--- src/rtl/rect_fill_writer.sv ---
// rect_fill_writer: fills clipped rectangles into a 640x480 3-bit framebuffer.
// Ports: cmd_* request (valid/ready), Waddr/Wdata paced by ready, busy, done.
module rect_fill_writer #(
  parameter int H_RES = 640,
  parameter int V_RES = 480
) (
  input  logic        clk_100mhz_buf,
  input  logic        rst_n,
  input  logic        cmd_valid,
  output logic        cmd_ready,
  input  logic [9:0]  cmd_x,
  input  logic [8:0]  cmd_y,
  input  logic [9:0]  cmd_w,
  input  logic [8:0]  cmd_h,
  input  logic [2:0]  cmd_color,
  input  logic        ready,
  output logic [18:0] Waddr,
  output logic [2:0]  Wdata,
  output logic        busy,
  output logic        done
);

  typedef enum logic [1:0] {
    S_IDLE, S_SETUP, S_DRAW, S_DONE
  } state_t;

  localparam logic [10:0] XLIM   = 11'(H_RES);
  localparam logic [9:0]  YLIM   = 10'(V_RES);
  localparam logic [18:0] STRIDE = 19'(H_RES);

  state_t      state_q, state_d;
  logic [9:0]  x_q, x_d, w_q, w_d;
  logic [8:0]  y_q, y_d, h_q, h_d;
  logic [2:0]  color_q, color_d;
  logic [10:0] x_end_q, x_end_d;
  logic [9:0]  y_end_q, y_end_d;
  logic [9:0]  cur_x_q, cur_x_d;
  logic [8:0]  cur_y_q, cur_y_d;
  logic [18:0] row_base_q, row_base_d;
  logic [18:0] waddr_q, waddr_d;
  logic [2:0]  wdata_q, wdata_d;

  logic [10:0] x_sum;
  logic [9:0]  y_sum;
  logic [18:0] y_ext, setup_base;
  logic        empty, col_more, row_more;

  always_comb begin
    x_sum = {1'b0, x_q} + {1'b0, w_q};
    y_sum = {1'b0, y_q} + {1'b0, h_q};
    y_ext = {10'd0, y_q};
    // y*640 as y*512 + y*128
    setup_base = (y_ext << 9) + (y_ext << 7);
    empty = (w_q == '0) || (h_q == '0) ||
            ({1'b0, x_q} >= XLIM) ||
            ({1'b0, y_q} >= YLIM);
    col_more = ({1'b0, cur_x_q} + 11'd1) < x_end_q;
    row_more = ({1'b0, cur_y_q} + 10'd1) < y_end_q;
  end

  always_comb begin
    state_d    = state_q;
    x_d        = x_q;
    y_d        = y_q;
    w_d        = w_q;
    h_d        = h_q;
    color_d    = color_q;
    x_end_d    = x_end_q;
    y_end_d    = y_end_q;
    cur_x_d    = cur_x_q;
    cur_y_d    = cur_y_q;
    row_base_d = row_base_q;
    waddr_d    = waddr_q;
    wdata_d    = wdata_q;
    unique case (state_q)
      S_IDLE: begin
        if (cmd_valid) begin
          x_d     = cmd_x;
          y_d     = cmd_y;
          w_d     = cmd_w;
          h_d     = cmd_h;
          color_d = cmd_color;
          state_d = S_SETUP;
        end
      end
      S_SETUP: begin
        x_end_d = (x_sum > XLIM) ? XLIM : x_sum;
        y_end_d = (y_sum > YLIM) ? YLIM : y_sum;
        if (empty) begin
          state_d = S_DONE;
        end else begin
          cur_x_d    = x_q;
          cur_y_d    = y_q;
          row_base_d = setup_base;
          waddr_d    = setup_base + {9'd0, x_q};
          wdata_d    = color_q;
          state_d    = S_DRAW;
        end
      end
      S_DRAW: begin
        if (ready) begin
          if (col_more) begin
            cur_x_d = cur_x_q + 10'd1;
            waddr_d = waddr_q + 19'd1;
          end else if (row_more) begin
            row_base_d = row_base_q + STRIDE;
            cur_y_d    = cur_y_q + 9'd1;
            cur_x_d    = x_q;
            waddr_d    = row_base_q + STRIDE + {9'd0, x_q};
          end else begin
            // last pixel taken; address holds on it
            state_d = S_DONE;
          end
        end
      end
      S_DONE: state_d = S_IDLE;
      default: state_d = S_IDLE;
    endcase
  end

  always_ff @(posedge clk_100mhz_buf or negedge rst_n) begin
    if (!rst_n) begin
      state_q    <= S_IDLE;
      x_q        <= '0;
      y_q        <= '0;
      w_q        <= '0;
      h_q        <= '0;
      color_q    <= '0;
      x_end_q    <= '0;
      y_end_q    <= '0;
      cur_x_q    <= '0;
      cur_y_q    <= '0;
      row_base_q <= '0;
      waddr_q    <= '0;
      wdata_q    <= '0;
    end else begin
      state_q    <= state_d;
      x_q        <= x_d;
      y_q        <= y_d;
      w_q        <= w_d;
      h_q        <= h_d;
      color_q    <= color_d;
      x_end_q    <= x_end_d;
      y_end_q    <= y_end_d;
      cur_x_q    <= cur_x_d;
      cur_y_q    <= cur_y_d;
      row_base_q <= row_base_d;
      waddr_q    <= waddr_d;
      wdata_q    <= wdata_d;
    end
  end

  assign cmd_ready = (state_q == S_IDLE);
  assign busy      = (state_q != S_IDLE);
  assign done      = (state_q == S_DONE);
  assign Waddr     = waddr_q;
  assign Wdata     = wdata_q;

endmodule

--- config.mk ---
export PLATFORM = sky130hd
export DESIGN_NAME = rect_fill_writer
export DESIGN_NICKNAME = d
export VERILOG_FILES = /design/src/rtl/rect_fill_writer.sv
export SDC_FILE = /design/constraint.sdc
export NUM_CORES = 1
export LEC_CHECK = 0
export CAP_MARGIN = 5
export CORE_MARGIN = 3
export CORE_UTILIZATION = 38
export CTS_CLUSTER_SIZE = 24
export DETAILED_ROUTE_END_ITERATION = 8
export SYNTH_ARGS = -nofsm -noshare
export SYNTH_HDL_FRONTEND = slang
export SYNTH_SLANG_ARGS = --single-unit
--- constraint.sdc ---
create_clock -name clk_100mhz_buf -period 5.45 [get_ports clk_100mhz_buf]
set_input_delay 0.545 -clock clk_100mhz_buf [delete_from_list [all_inputs] [get_ports clk_100mhz_buf]]
set_output_delay 0.545 -clock clk_100mhz_buf [all_outputs]
set_load 0.01 [all_outputs]
==> reports/qor.yml <==
status: "complete, no violations"
critPathLaunchType: "register"
synth_top_area_share: 0.348
syn_avg_cell_area_um2: 9.00
pin_count: 70
synth_cell_types: 66
synth_simple_gate_area_share: 0.180
cts_buffer_depth: 2
seq_area_um2: 2930
syn_area_um2: 8410
cts_tree: "done"
diodes: 0
synth_flop_cell: "dfrtp_1"
die_height_um: 155
grt_use_met3: 0.0358
worst_setup_path_end_kind: "register"
synth_warnings: 0
rows: 53
syn2layout_area_growth_pct: 18.4
gr-usage-met2: 0.288
drt_iter0_markers: 478
via_count: 7168
yosysSeqAreaShare: 0.348
synthMuxAreaShare: 0.0717
clk_pin_slew_ns: 0.06
rr_worst_depth: 15
nNetsFinal: 1103
worstSetupPathType: "register to register"
routedWlPerCell_um: 17.1
start_util: 0.394
cts.sinks: 117
grt_util_met1: 0.268
setup-tns-final_ns: 0
drive_gt1_frac: 0.102
setup_viol: 0
wl_mm: 22.0
yosysTopAreaCell: "dfrtp_1"
max_freq_mhz: 237
clock_latency_ns: 0.42
grt_setup_unrepaired: "no"
clockRootBuffer: "clkbuf_16"
critPathMaxFanout: 16
synth_area_leaders: "dfrtp_1, ha_1, mux2_2, xor2_1, a21oi_1"
cts.repair.resized: 0
drv_cap: 0
min_path_type: "primary input to async pin"
drc: 0
synthArstFlopShare: 1.00
finalCriticalPeriod_ns: 4.22
antenna_found_initial: 0
drv_slew: 0
final.period_utilization: 0.775
grt_start_max_net_pins: 73
grt_use_total: 0.188
reg2reg_setup_slack_ns: 1.23
hold_ws_ns: 0.294
synth_xor_area_frac: 0.0698
holdBufCountCts: 0
post-dp-hpwl_mm: 15.8
viasPerCell: 5.59
finClkSkew_ns: 0.00812
numCtsBuffers: 17
num-fill-cells: 2072
postRouteAntennaNets: 0
gp_congestion: 0.869
synth_edf_count: 0
htreeDepth: 4
synth_seq_cells: 117
r2r_end: "cur_y_q[0]"
post-cts-setup-buffers: 0
synth_compound_area_frac: 0.191
hold_viol_final: 0
grt_busiest_layer: "met2"
synthAdderAreaFrac: 0.0988
synth_top_family_by_area: "compound AO/OA/AOI/OAI gates"
port_buffers: 69
drtPass1Iterations: 5
relSlewSlack: 0.279
multi_input_area_um2: 5150
cp_data_required_time_ns: 5.76
reg2reg_from: "cur_y_q[0]"
crit_arrival_ns: 4.53
grt_pass1_wl_mm: 36.2
tightestPinTransition_ns: 1.07
synth_cells: 935
die_area_um2: 24000
core_um2: 21400
fp.dieW_um: 155
syn_nets: 1044
overflow: 0
grt_pass1_vias: 6900
[cell type report]
| class | instances | share of cell area |
|---|---|---|
| Clock buffer | 18 | 0.0441 |
| Clock inverter | 14 | 0.0153 |
| Inverter | 48 | 0.0181 |
| Multi-Input combinational cell | 731 | 0.517 |
| Sequential cell | 117 | 0.294 |
| Tap cell | 275 | 0.0346 |
| Timing Repair Buffer | 79 | 0.0766 |
[metal layers]
layer	routed length, um	vias up
met5	0	-
li1	-	3572
met1	11100	3402
met2	9520	167
met3	933	27
met4	401	0
[state kept, by name, summed over array words and instances, names as in the netlist]
signal / flops
Waddr: 19
row_base_q: 12
x_end_q: 11
cur_x_q: 10
w_q: 10
x_q: 10
y_end_q: 10
cur_y_q: 9
h_q: 9
y_q: 9
Wdata: 3
color_q: 3
state_q: 2
[critical path, stage by stage, from the launching register on]
cell and delay (ns):
dfrtp_1 0.40, ha_1 0.24, and3_1 0.26, and3_1 0.26
nand3_1 0.11, xnor2_1 0.21, ha_1 0.27, nand2_1 0.08
nor2_1 0.06, a2111oi_0 0.37, o21ai_1 0.12, buf_4 0.22
o22ai_1 0.42, and2_1 0.47, buf_4 0.28, mux2_1 0.33
[through the flow]
stage / worst slack (ns) / cells / cell area [um2] / util
3_3_place_gp: 1.37 / 1250 / 9370 / 0.439
5_1_grt: 0.839 / 1282 / 9960 / 0.466
2_1_floorplan: 1.91 / 935 / 8410 / -
6_report: 1.23 / 1282 / 9960 / 0.466
3_5_place_dp: 1.26 / 1250 / 9370 / 0.439
4_1_cts: 1.24 / 1282 / 9960 / 0.466
[cells in the mapped netlist, types with 12 or more instances]
library cell / n
a21o_1: 15
a21oi_1: 58
a31oi_1: 22
and3_1: 20
clkbuf_1: 22
dfrtp_1: 117
ha_1: 60
inv_1: 47
mux2_2: 47
nand2_1: 76
nand3_1: 34
nand4_1: 12
nor2_1: 70
nor3_1: 16
nor4_1: 18
o21ai_0: 33
o21ai_1: 23
o221a_1: 13
xnor2_1: 29
xor2_1: 38
[worst max-delay path by stage]
stage / start / endpoint / slack, ns / cells after the start
2_1_floorplan: cur_x_q[0] / Waddr[12] / 1.91 / 13
3_3_place_gp: cur_y_q[0] / cur_y_q[0] / 1.37 / 15
3_5_place_dp: cur_y_q[0] / cur_y_q[0] / 1.26 / 15
4_1_cts: cur_y_q[0] / cur_y_q[0] / 1.24 / 15
5_1_grt: cur_y_q[0] / cur_y_q[0] / 0.84 / 15
6_report: cur_y_q[0] / cur_y_q[0] / 1.23 / 15
[cells in the final DEF (no fill, tap or decap), types with 17 or more instances in the layout]
cell | Yosys | final
dfrtp_1 | 117 | 117
nand2_1 | 76 | 75
nor2_1 | 70 | 70
clkdlybuf4s50_1 | 0 | 68
ha_1 | 60 | 59
a21oi_1 | 58 | 58
inv_1 | 47 | 47
mux2_2 | 47 | 47
xor2_1 | 38 | 38
nand3_1 | 34 | 34
o21ai_0 | 33 | 33
xnor2_1 | 29 | 29
o21ai_1 | 23 | 23
a31oi_1 | 22 | 22
and3_1 | 20 | 20
nor4_1 | 18 | 18
clkbuf_16 | 0 | 17
[logic make-up (layout without fill, tap and decap cells)]
logic type / Yosys count / after routing
buffers and inverters: 87 / 159
adder cells (fa/ha/maj): 64 / 64
other: 1 / 1
AO/OA/AOI/OAI: 242 / 242
AND/OR/NAND/NOR: 303 / 303
XOR/XNOR: 67 / 67
flip-flops: 117 / 117
multiplexers: 54 / 54
Power is left out: the tool's default activity adds up to more than one toggle a clock period on the data nets, which glitch-free logic cannot reach.
